`src/rtl/axi_lsu_master.sv`:
```
// Single-outstanding AXI-lite initiator: turns one LSU load/store into AW/W/B or AR/R traffic.
// Optional watchdog and rlast check are built only when AXI_TIMEOUT_EN is defined.
`timescale 1ns/1ps
module axi_lsu_master #(
  parameter int ADDR_W         = 32,
  parameter int DATA_W         = 32,
  parameter int TIMEOUT_CYCLES = 1024
) (
  input  logic                clock,
  input  logic                reset,
  input  logic                req_valid,
  output logic                req_ready,
  input  logic                req_we,
  input  logic [ADDR_W-1:0]   req_addr,
  input  logic [DATA_W-1:0]   req_wdata,
  input  logic [DATA_W/8-1:0] req_wstrb,
  output logic                rsp_valid,
  output logic [DATA_W-1:0]   rsp_rdata,
  output logic                rsp_err,
  output logic                awvalid,
  input  logic                awready,
  output logic [ADDR_W-1:0]   awaddr,
  output logic                wvalid,
  input  logic                wready,
  output logic [DATA_W-1:0]   wdata,
  output logic [DATA_W/8-1:0] wstrb,
  input  logic                bvalid,
  output logic                bready,
  input  logic [1:0]          bresp,
  output logic                arvalid,
  input  logic                arready,
  output logic [ADDR_W-1:0]   araddr,
  input  logic                rvalid,
  output logic                rready,
  input  logic [DATA_W-1:0]   rdata,
  input  logic [1:0]          rresp,
  input  logic                rlast,
  output logic [2:0]          fsm_state
);

  typedef enum logic [2:0] {
    IDLE    = 3'd0,
    WR_REQ  = 3'd1,
    WR_RESP = 3'd2,
    RD_REQ  = 3'd3,
    RD_RESP = 3'd4
  } state_t;

  state_t state, state_n;
  logic                req_ready_n, rsp_valid_n, rsp_err_n;
  logic [DATA_W-1:0]   rsp_rdata_n, wdata_n;
  logic                awvalid_n, wvalid_n, bready_n, arvalid_n, rready_n;
  logic [ADDR_W-1:0]   awaddr_n, araddr_n;
  logic [DATA_W/8-1:0] wstrb_n;

  assign fsm_state = state;

`ifdef AXI_TIMEOUT_EN
  localparam int CNT_W = (TIMEOUT_CYCLES > 2) ? $clog2(TIMEOUT_CYCLES) : 1;
  logic [CNT_W-1:0] cnt;
  logic             rd_err_n;
  assign rd_err_n = (rresp != 2'b00) || !rlast;
`else
  localparam int unused_timeout = TIMEOUT_CYCLES;
  logic rd_err_n;
  logic unused_rlast;
  assign rd_err_n     = (rresp != 2'b00);
  assign unused_rlast = rlast;
`endif

  // Handshake rule on every channel: a transfer happens on the edge where valid and ready are
  // both high; a valid, once raised, holds its payload stable until that edge and drops after it.
  always_comb begin
    state_n     = state;
    req_ready_n = req_ready;
    rsp_valid_n = 1'b0;
    rsp_err_n   = rsp_err;
    rsp_rdata_n = rsp_rdata;
    awvalid_n   = awvalid;
    awaddr_n    = awaddr;
    wvalid_n    = wvalid;
    wdata_n     = wdata;
    wstrb_n     = wstrb;
    bready_n    = bready;
    arvalid_n   = arvalid;
    araddr_n    = araddr;
    rready_n    = rready;
    case (state)
      IDLE: begin
        req_ready_n = 1'b1;
        if (req_valid) begin
          req_ready_n = 1'b0;
          if (req_we) begin
            awvalid_n = 1'b1;
            wvalid_n  = 1'b1;
            awaddr_n  = req_addr;
            wdata_n   = req_wdata;
            wstrb_n   = req_wstrb;
            state_n   = WR_REQ;
          end else begin
            arvalid_n = 1'b1;
            araddr_n  = req_addr;
            state_n   = RD_REQ;
          end
        end
      end
      WR_REQ: begin
        // AW and W complete independently; move on once neither is still pending.
        if (awvalid && awready) awvalid_n = 1'b0;
        if (wvalid && wready)   wvalid_n  = 1'b0;
        if ((!awvalid || awready) && (!wvalid || wready)) begin
          bready_n = 1'b1;
          state_n  = WR_RESP;
        end
      end
      WR_RESP: begin
        if (bvalid && bready) begin
          bready_n    = 1'b0;
          rsp_valid_n = 1'b1;
          rsp_rdata_n = '0;
          rsp_err_n   = (bresp != 2'b00);
          req_ready_n = 1'b1;
          state_n     = IDLE;
        end
      end
      RD_REQ: begin
        if (arready) begin
          arvalid_n = 1'b0;
          rready_n  = 1'b1;
          state_n   = RD_RESP;
        end
      end
      RD_RESP: begin
        if (rvalid && rready) begin
          rready_n    = 1'b0;
          rsp_valid_n = 1'b1;
          rsp_rdata_n = rdata;
          rsp_err_n   = rd_err_n;
          req_ready_n = 1'b1;
          state_n     = IDLE;
        end
      end
      default: state_n = IDLE;
    endcase
`ifdef AXI_TIMEOUT_EN
    // Watchdog only fires when the current state is not already completing this cycle.
    if (state != IDLE && state_n == state && cnt == CNT_W'(TIMEOUT_CYCLES - 1)) begin
      awvalid_n   = 1'b0;
      wvalid_n    = 1'b0;
      bready_n    = 1'b0;
      arvalid_n   = 1'b0;
      rready_n    = 1'b0;
      rsp_valid_n = 1'b1;
      rsp_err_n   = 1'b1;
      rsp_rdata_n = '0;
      req_ready_n = 1'b1;
      state_n     = IDLE;
    end
`endif
  end

  always_ff @(posedge clock) begin
    if (reset) begin
      state     <= IDLE;
      req_ready <= 1'b1;
      rsp_valid <= 1'b0;
      rsp_err   <= 1'b0;
      rsp_rdata <= '0;
      awvalid   <= 1'b0;
      awaddr    <= '0;
      wvalid    <= 1'b0;
      wdata     <= '0;
      wstrb     <= '0;
      bready    <= 1'b0;
      arvalid   <= 1'b0;
      araddr    <= '0;
      rready    <= 1'b0;
    end else begin
      state     <= state_n;
      req_ready <= req_ready_n;
      rsp_valid <= rsp_valid_n;
      rsp_err   <= rsp_err_n;
      rsp_rdata <= rsp_rdata_n;
      awvalid   <= awvalid_n;
      awaddr    <= awaddr_n;
      wvalid    <= wvalid_n;
      wdata     <= wdata_n;
      wstrb     <= wstrb_n;
      bready    <= bready_n;
      arvalid   <= arvalid_n;
      araddr    <= araddr_n;
      rready    <= rready_n;
    end
  end

`ifdef AXI_TIMEOUT_EN
  always_ff @(posedge clock) begin
    if (reset || state_n != state) cnt <= '0;
    else if (state != IDLE)         cnt <= cnt + 1'b1;
  end
`endif

endmodule

```
`config.mk`:
```
export PLATFORM = sky130hd
export DESIGN_NAME = axi_lsu_master
export DESIGN_NICKNAME = d
export VERILOG_FILES = /design/src/rtl/axi_lsu_master.sv
export SDC_FILE = /design/constraint.sdc
export NUM_CORES = 1
export LEC_CHECK = 0
export ABC_AREA = 1
export CORE_MARGIN = 2
export CORE_UTILIZATION = 43
export CTS_CLUSTER_SIZE = 24
export DETAILED_ROUTE_END_ITERATION = 8
export PLACE_DENSITY = 0.83
export SKIP_CTS_REPAIR_TIMING = 1
export SLEW_MARGIN = 25
export SYNTH_ARGS = -nofsm -noshare
export SYNTH_HDL_FRONTEND = slang
export SYNTH_SLANG_ARGS = --single-unit
```
`constraint.sdc`:
```
create_clock -name clock -period 2.4 [get_ports clock]
set_input_delay 0.36 -clock clock [delete_from_list [all_inputs] [get_ports clock]]
set_output_delay 0.36 -clock clock [all_outputs]
set_load 0.1 [all_outputs]
```
==> Word level (Yosys, flattened, before mapping) <==
Cells that the tools add are included.
{ "op_classes": {"eq_ne": 13, "mux": 36, "bitwise": 1, "n_reduce_logical": 28} }
{ "ops": {"columns": ["cell", "n"], "rows": [
  ["$mux 32", 2],
  ["$pmux 32 s2", 1],
  ["$mux 1", 18],
  ["$ne 2x2->1 const B", 9],
  ["$reduce_and 3->1", 6],
  ["$mux 3", 5],
  ["$pmux 3 s5", 1],
  ["$pmux 1 s2", 7],
  ["$reduce_bool 2->1", 7],
  ["$reduce_and 4->1", 3],
  ["$eq 3x2->1 const B", 2],
  ["$logic_and 1x1->1", 5],
  ["$reduce_and 5->1", 1],
  ["$eq 3x1->1 const B", 1],
  ["$eq 3x3->1 const B", 1],
  ["$logic_not 3->1", 1],
  ["$pmux 1 s3", 1],
  ["$reduce_bool 3->1", 1],
  ["$logic_not 1->1", 2],
  ["$logic_or 1x1->1", 2],
  ["$mux 2", 1],
  ["$not 1->1", 1]
]} }
{ "totals": {"register_bits": 143, "in_bits": 114, "output_inout_bits": 143, "word_cells": 92} }

==> Longest topological paths before layout <==
Gate-level depths: netlist of run 1.
{ "logic_depth": {"depth_word": 5, "mapped_depth": 9, "depth_no_buf": 9} }

==> Least setup slack after synthesis of run 1 <==
OpenSTA, ideal clock, no wires.
{ "synth_path": {"path_type": "register to register", "startpoint": "register state[0] (netlist: fsm_state[0])", "endpoint": "register req_ready", "setup_ps": 128, "arrival_ps": 1901, "required_ps": 2272, "setup_slack_ps": 371, "path_stages_with_launch": 7, "n_path_buf": 0, "synth_period_minus_slack_ps": 2029, "path_cell_list": "dfxtp_1 -> nor2_2 -> nand2_2 -> inv_1 -> or2_2 -> o21ai_0 -> nand3_1"} }
{ "synth_via": {"elab_chain_len": 3, "elab_cells_between_ends": 8, "cone_classes": "4 x eq/ne; 1 x mux; 3 x reduce/logical"} }
{ "synth_rtl": {"columns": ["element", "line", "source"], "rows": [
  ["start: declaration", "49", "state_t state, state_n;"],
  ["start signal: assignment", "179", "state <= state_n;"],
  ["$eq 3x3->1 (tied with other cells)", "88", "case (state)"],
  ["$ne 2x2->1 (no source line) / $reduce_bool 3->1 (equally long branches)", null, null],
  ["$reduce_and 3->1 (no source line)", null, null],
  ["end signal: assignment", "180", "req_ready <= req_ready_n;"],
  ["end: declaration", "12", "output logic req_ready,"]
]} }
Several ways; a longest one is shown, not always the timed one.
A chain may end at the register's enable or synchronous reset.

==> Worst setup path after layout of run 1 <==
{ "layout_path": {"startpoint": "register state[2] (netlist: fsm_state[2])", "endpoint": "output fsm_state[2]"} }
{ "layout_rtl": {"columns": ["element", "line", "source"], "rows": [
  ["end: declaration", "38", "output logic [2:0] fsm_state"]
]} }
No word-level cell between the ends.

==> out/qor.yml, run 1 <==
drcViolationCount: 0
yosysMostFrequentCell: "nor2_1"
hpwl_mm: 10.4
netlist_instances: 668
vias_per_cell: 4.85
grt_pass1_wl_mm: 23.8
drv_slew: 0
rsz0062_at_grt: "false"
yosys.cell_types.count: 19
synth-seq-cells: 143
rows: 40
crit_chain: "buf_4"
synth_area_leader_cell: "dfxtp_1"
synthesis.nets: 782
routedWlPerCell_um: 14.3
grt_pass1_vias: 4793
cts.reportedPaths.clkPinSlew_ps: 50
grt_use_total_pct: 23.4
maxSlewHeadroom_pct: 61.7
ir_worst_vdd_mv: 0.723
fillers: 981
grt_max_degree: 79
fin_cells: 1067
pin_count: 257
setup_tns_ps: 0
dieArea_um2: 12900
cts-root-buf: "clkbuf_16"
place_inst: 1037
dr.first_iter.drc_count: 408
die_h_um: 114
end_kind: "primary output"
synth-edff-count: 0
yosys-top-cells-count: "nor2_1 (212), dfxtp_1 (143), o21ai_0 (104), nand2_1 (60), nand3_1 (41)"
area_growth_syn_to_layout_pct: 57.6
critical_path.startpoint_type: "register"
hold_violations: 0
drive_gt1_share_pct: 21.4
synth-main-ff-cell: "dfxtp_1"
crit_fanout: 8
grt-ovfl-total: 0
p_per_area_nw_per_um2: 1280
worstMarginPinSlew_ps: 574
antenna_found_initial: 0
antenna_cells: 0
synth.avg_cell_area_um2: 7.73
postRouteAntennaNets: 0
yosys_warnings: 0
cts_made_buffers: 17
cts-htree-levels: 4
period_share_pct: 70.0
drt-pass1-iter-count: 4
fin_skew_ps: 9.12
drt_wl_total_mm: 15.2
setup_violations: 0
p_leak_nw: 3.48
clock_latency_ps: 420
cp_top_family: "flip-flops"
cp_num_buf_inv: 1
slowest_stage: "dfxtp_1"
vias: 5177
io_buffers: 255
nets: 1023
worst_ep_required_time_ps: 2040
synth.top_cell.area_share_pct: 55.4
synthTopCellsByArea: "dfxtp_1 (55%), nor2_1 (15%), o21ai_0 (10%)"
outcome: "completed"
fin_crit_ps: 1680
critical_path.max_stage_delay_ps: 540
arrival_ps: 1320
clkSinkCount: 143
clock.fmax_mhz: 595
seq_area_frac_synth_pct: 55.4
start_util_pct: 43.5
async_flop_share_pct: 0
min_path_type: "reg -> reg"
ctsLongestPathBuffers: 2
cts_tree: "yes"
critical_path_class: "reg -> out"
gp_congestion: 0.839
maxCapViolations: 0
core_area_um2: 11900
syn_area_um2: 5160
die_w_um: 114
[kinds of logic after synthesis]
kind of cell	after synthesis	share of synthesized area, %
buffers and inverters	61	5.43
AOI/OAI and AO/OA	143	13.9
DFF	143	55.4
and+or+nand+nor	321	25.3
[layout make-up]
class,instances,area (um^2),share of cell area (%)
well taps,147,184,2.26
multi-input cells,464,2020,24.8
inverters,17,63.8,0.784
repair buffers,266,2330,28.6
flip-flops and latches,143,2860,35.2
clock inverters,12,240,2.95
clock buffers,18,439,5.40
[state kept, by name, indices dropped and copies added, names as in the netlist]
register,flops
fsm_state,3
rsp_err,1
req_ready,1
wvalid,1
wdata,32
rready,1
arvalid,1
awvalid,1
rsp_rdata,32
bready,1
wstrb,4
rsp_valid,1
awaddr,32
araddr,32
[cell usage in the layout (no fill, tap or decap), drive strengths merged]
cell type      synthesis  layout
clkbuf                24      18
nand2                 61      61
o21ai                104     104
bufinv                 0       7
or2                    1       1
dfxtp                143     143
clkinvlp               0       2
nor3                   1       1
a21oi                 39      39
buf                   20     154
clkdlybuf4s50          0     112
nand3                 43      43
clkinv                 0       3
nor2                 215     215
inv                   17      17
[worst min-delay path: cells and delay by family (launching register included)]
| kind | cells | cell delay [ps] |
|---|---|---|
| simple gates | 1 | 60 |
| compound gates | 1 | 50 |
| flops | 1 | 310 |
[stage by stage]
step,hold WS (ps),setup slack (ps),utilization (%),cell area (um^2),power [mW]
2_1_floorplan,507,371,-,5160,6.42
3_3_place_gp,458,579,62.9,7460,7.39
3_5_place_dp,462,538,62.9,7460,7.44
4_1_cts,472,696,68.6,8140,10.5
5_1_grt,494,622,68.6,8140,10.8
6_report,469,720,68.6,8140,10.4
[power breakdown]
part           internal [mW]  total [mW]  switching [mW]
clock                   2.06        3.04           0.973
sequential              2.73        2.95           0.214
combinational          0.990        4.44            3.45
[metal layers]
metal | GRT usage [%] | vias to the layer above | share of wire [%]
li1 | - | 2634 | -
met1 | 26.8 | 2333 | 40
met2 | 40.1 | 182 | 50
met3 | 7.12 | 28 | 7.2
met4 | 10.7 | 0 | 2.4
met5 | 0 | - | 0
[final timing paths]
path	start	cells past startpoint	slack [ps]	endpoint
worst max register to register	fsm_state[1]$_SDFFE_PP0P_	8	790	awaddr[7]$_SDFFE_PP0P_
worst min register to register	arvalid$_SDFFE_PP0P_	2	470	arvalid$_SDFFE_PP0P_
worst max-delay path	fsm_state[2]$_SDFFE_PP0P_	1	720	fsm_state[2]
worst min-delay path	arvalid$_SDFFE_PP0P_	2	470	arvalid$_SDFFE_PP0P_
(Power assumes the default switching activity.)
==> run 2: changes to the inputs <==
--- a/config.mk
+++ b/config.mk
@@ -7,10 +7,10 @@
 export LEC_CHECK = 0
 export ABC_AREA = 1
 export CORE_MARGIN = 2
-export CORE_UTILIZATION = 43
+export CORE_UTILIZATION = 40
 export CTS_CLUSTER_SIZE = 24
 export DETAILED_ROUTE_END_ITERATION = 8
-export PLACE_DENSITY = 0.83
+export PLACE_DENSITY = 0.78
 export SKIP_CTS_REPAIR_TIMING = 1
 export SLEW_MARGIN = 25
 export SYNTH_ARGS = -nofsm -noshare
==> constraint.sdc (replaced) <==
create_clock -name clock -period 1.6 [get_ports clock]
set_input_delay 0.24 -clock clock [delete_from_list [all_inputs] [get_ports clock]]
set_output_delay 0.24 -clock clock [all_outputs]
set_load 0.1 [all_outputs]
==> run 2 against run 1 <==
  * Non-clock buffer count up 9
  * Clock skew down 2.4 ps
  * Routed wire length up 17%
  * Sequential share of layout area down 6.6 points
  * Combinational power up 83%
  * Via count up 5.9%
  * Utilization up 11 points
  * Worst hold slack worse by 93 ps
  * Critical path type is now reg -> reg
  * Critical endpoint is now rsp_rdata[3]$_SDFFE_PP0P_
  * Largest cell class is now buffers
==> out/qor.yml, run 2 (synthesized netlist as in run 1, its figures left out) <==
p_per_area_nw_per_um2: 1690
cts-htree-levels: 4
outcome: "completed"
clock_latency_ps: 420
drt-pass1-iter-count: 4
fin_skew_ps: 6.70
grt_max_degree: 78
grt_use_total_pct: 26.2
vias: 5485
die_w_um: 118
fin_crit_ps: 1540
io_buffers: 255
ir_worst_vdd_mv: 0.970
place_inst: 1071
maxCapViolations: 0
die_h_um: 118
maxSlewHeadroom_pct: 73.5
cts-root-buf: "clkbuf_16"
area_growth_syn_to_layout_pct: 94.6
hpwl_mm: 12.6
setup_violations: 0
mostFrequentLayoutCells: "nor2_1 (212), buf_12 (151), dfxtp_1 (137), clkdlybuf4s50_1 (112), o21ai_0 (103)"
fin_cells: 1103
clkSinkCount: 143
grt_pass1_vias: 5499
end_kind: "register"
dr.first_iter.drc_count: 378
antenna_cells: 0
fillers: 778
arrival_ps: 1870
drv_slew: 0
routedWlPerCell_um: 16.2
core_area_um2: 12600
nets: 1032
clock.fmax_mhz: 649
critical_path_class: "reg -> reg"
vias_per_cell: 4.97
rows: 41
cts_made_buffers: 17
p_leak_nw: 3.96
grt-ovfl-total: 0
start_util_pct: 40.9
rsz0062_at_grt: "false"
p_total_mw: 17.0
drt_wl_total_mm: 17.9
hold_violations: 0
worstMarginPinSlew_ps: 398
min_path_type: "in -> reg"
drcViolationCount: 0
crit_fanout: 22
ctsLongestPathBuffers: 2
final_common_cell: "nor2_1"
cts_tree: "yes"
cts.reportedPaths.clkPinSlew_ps: 60
drive_gt1_share_pct: 22.9
antenna_found_initial: 0
grt_pass1_wl_mm: 28.5
period_share_pct: 96.2
gp_congestion: 0.802
dieArea_um2: 13800
final_util_pct: 79.6
pin_count: 257
postRouteAntennaNets: 0
worst_ep_required_time_ps: 1930
critical_path.startpoint_type: "register"
[run 2: cell types whose count changed in the layout (fill, tap and decap cells not counted), moves of 2 or more]
cell       delta
dfxtp_1       -6
clkinv_2      -2
buf_4       -139
bufinv_16     -4
buf_12      +147
clkbuf_8      +5
inv_4         +2
dfxtp_2       +5
[run 2: area by class of cell]
type	instances	area, um^2	area share, %
well taps	172	215	2.14
clock buffers	24	512	5.09
inverters	17	66.3	0.660
clock inverters	8	125	1.25
flip-flops and latches	143	2870	28.6
multi-input cells	464	2020	20.1
repair buffers	275	4240	42.2
[run 2: layer usage]
| metal | up-vias | wire length [um] | global-route usage (%) |
|---|---|---|---|
| met5 | - | 0 | 0 |
| met4 | 0 | 794 | 14.6 |
| met3 | 52 | 1140 | 7.46 |
| met2 | 213 | 9270 | 45.9 |
| met1 | 2560 | 6660 | 28.3 |
| li1 | 2660 | - | - |
[run 2: path summary, 6_finish.rpt]
check                                  from                         end  slack, ps  cells past startpoint
setup / recovery  fsm_state[0]$_SDFFE_PP0P_   rsp_rdata[3]$_SDFFE_PP0P_         60                      6
hold reg to reg         rready$_SDFFE_PP0P_         rready$_SDFFE_PP0P_        490                      2
hold / removal                    rdata[20]  rsp_rdata[20]$_SDFFE_PP0P_        380                      3
setup reg to reg  fsm_state[0]$_SDFFE_PP0P_   rsp_rdata[3]$_SDFFE_PP0P_         60                      6
[run 2: report_power, final]
part	internal, mW	leakage [nW]	switching (mW)
Combinational	2.86	2.48	5.26
Clock	2.70	0.309	1.47
Sequential	4.12	1.17	0.612
Total	9.68	3.96	7.35
[run 2: worst max-delay path, cell delays in order, from the launching register on]
cell and delay, ps:
dfxtp_2 360, nor2_2 200, nand2_2 130, nor2_4 160, buf_6 220, nand2_1 120, a21oi_1 240
[run 2: through the flow]
step | setup TNS, ps | hold WS (ps) | setup WS (ps) | instance area, um^2
3_3_place_gp | -957 | 481 | -63.1 | 9410
3_5_place_dp | -3790 | 486 | -144 | 9410
5_1_grt | 0 | 392 | 1.51 | 10000
2_1_floorplan | -29.8 | 387 | -29.8 | 5170
6_report | 0 | 376 | 60.2 | 10000
4_1_cts | -28.0 | 362 | -28.0 | 10000
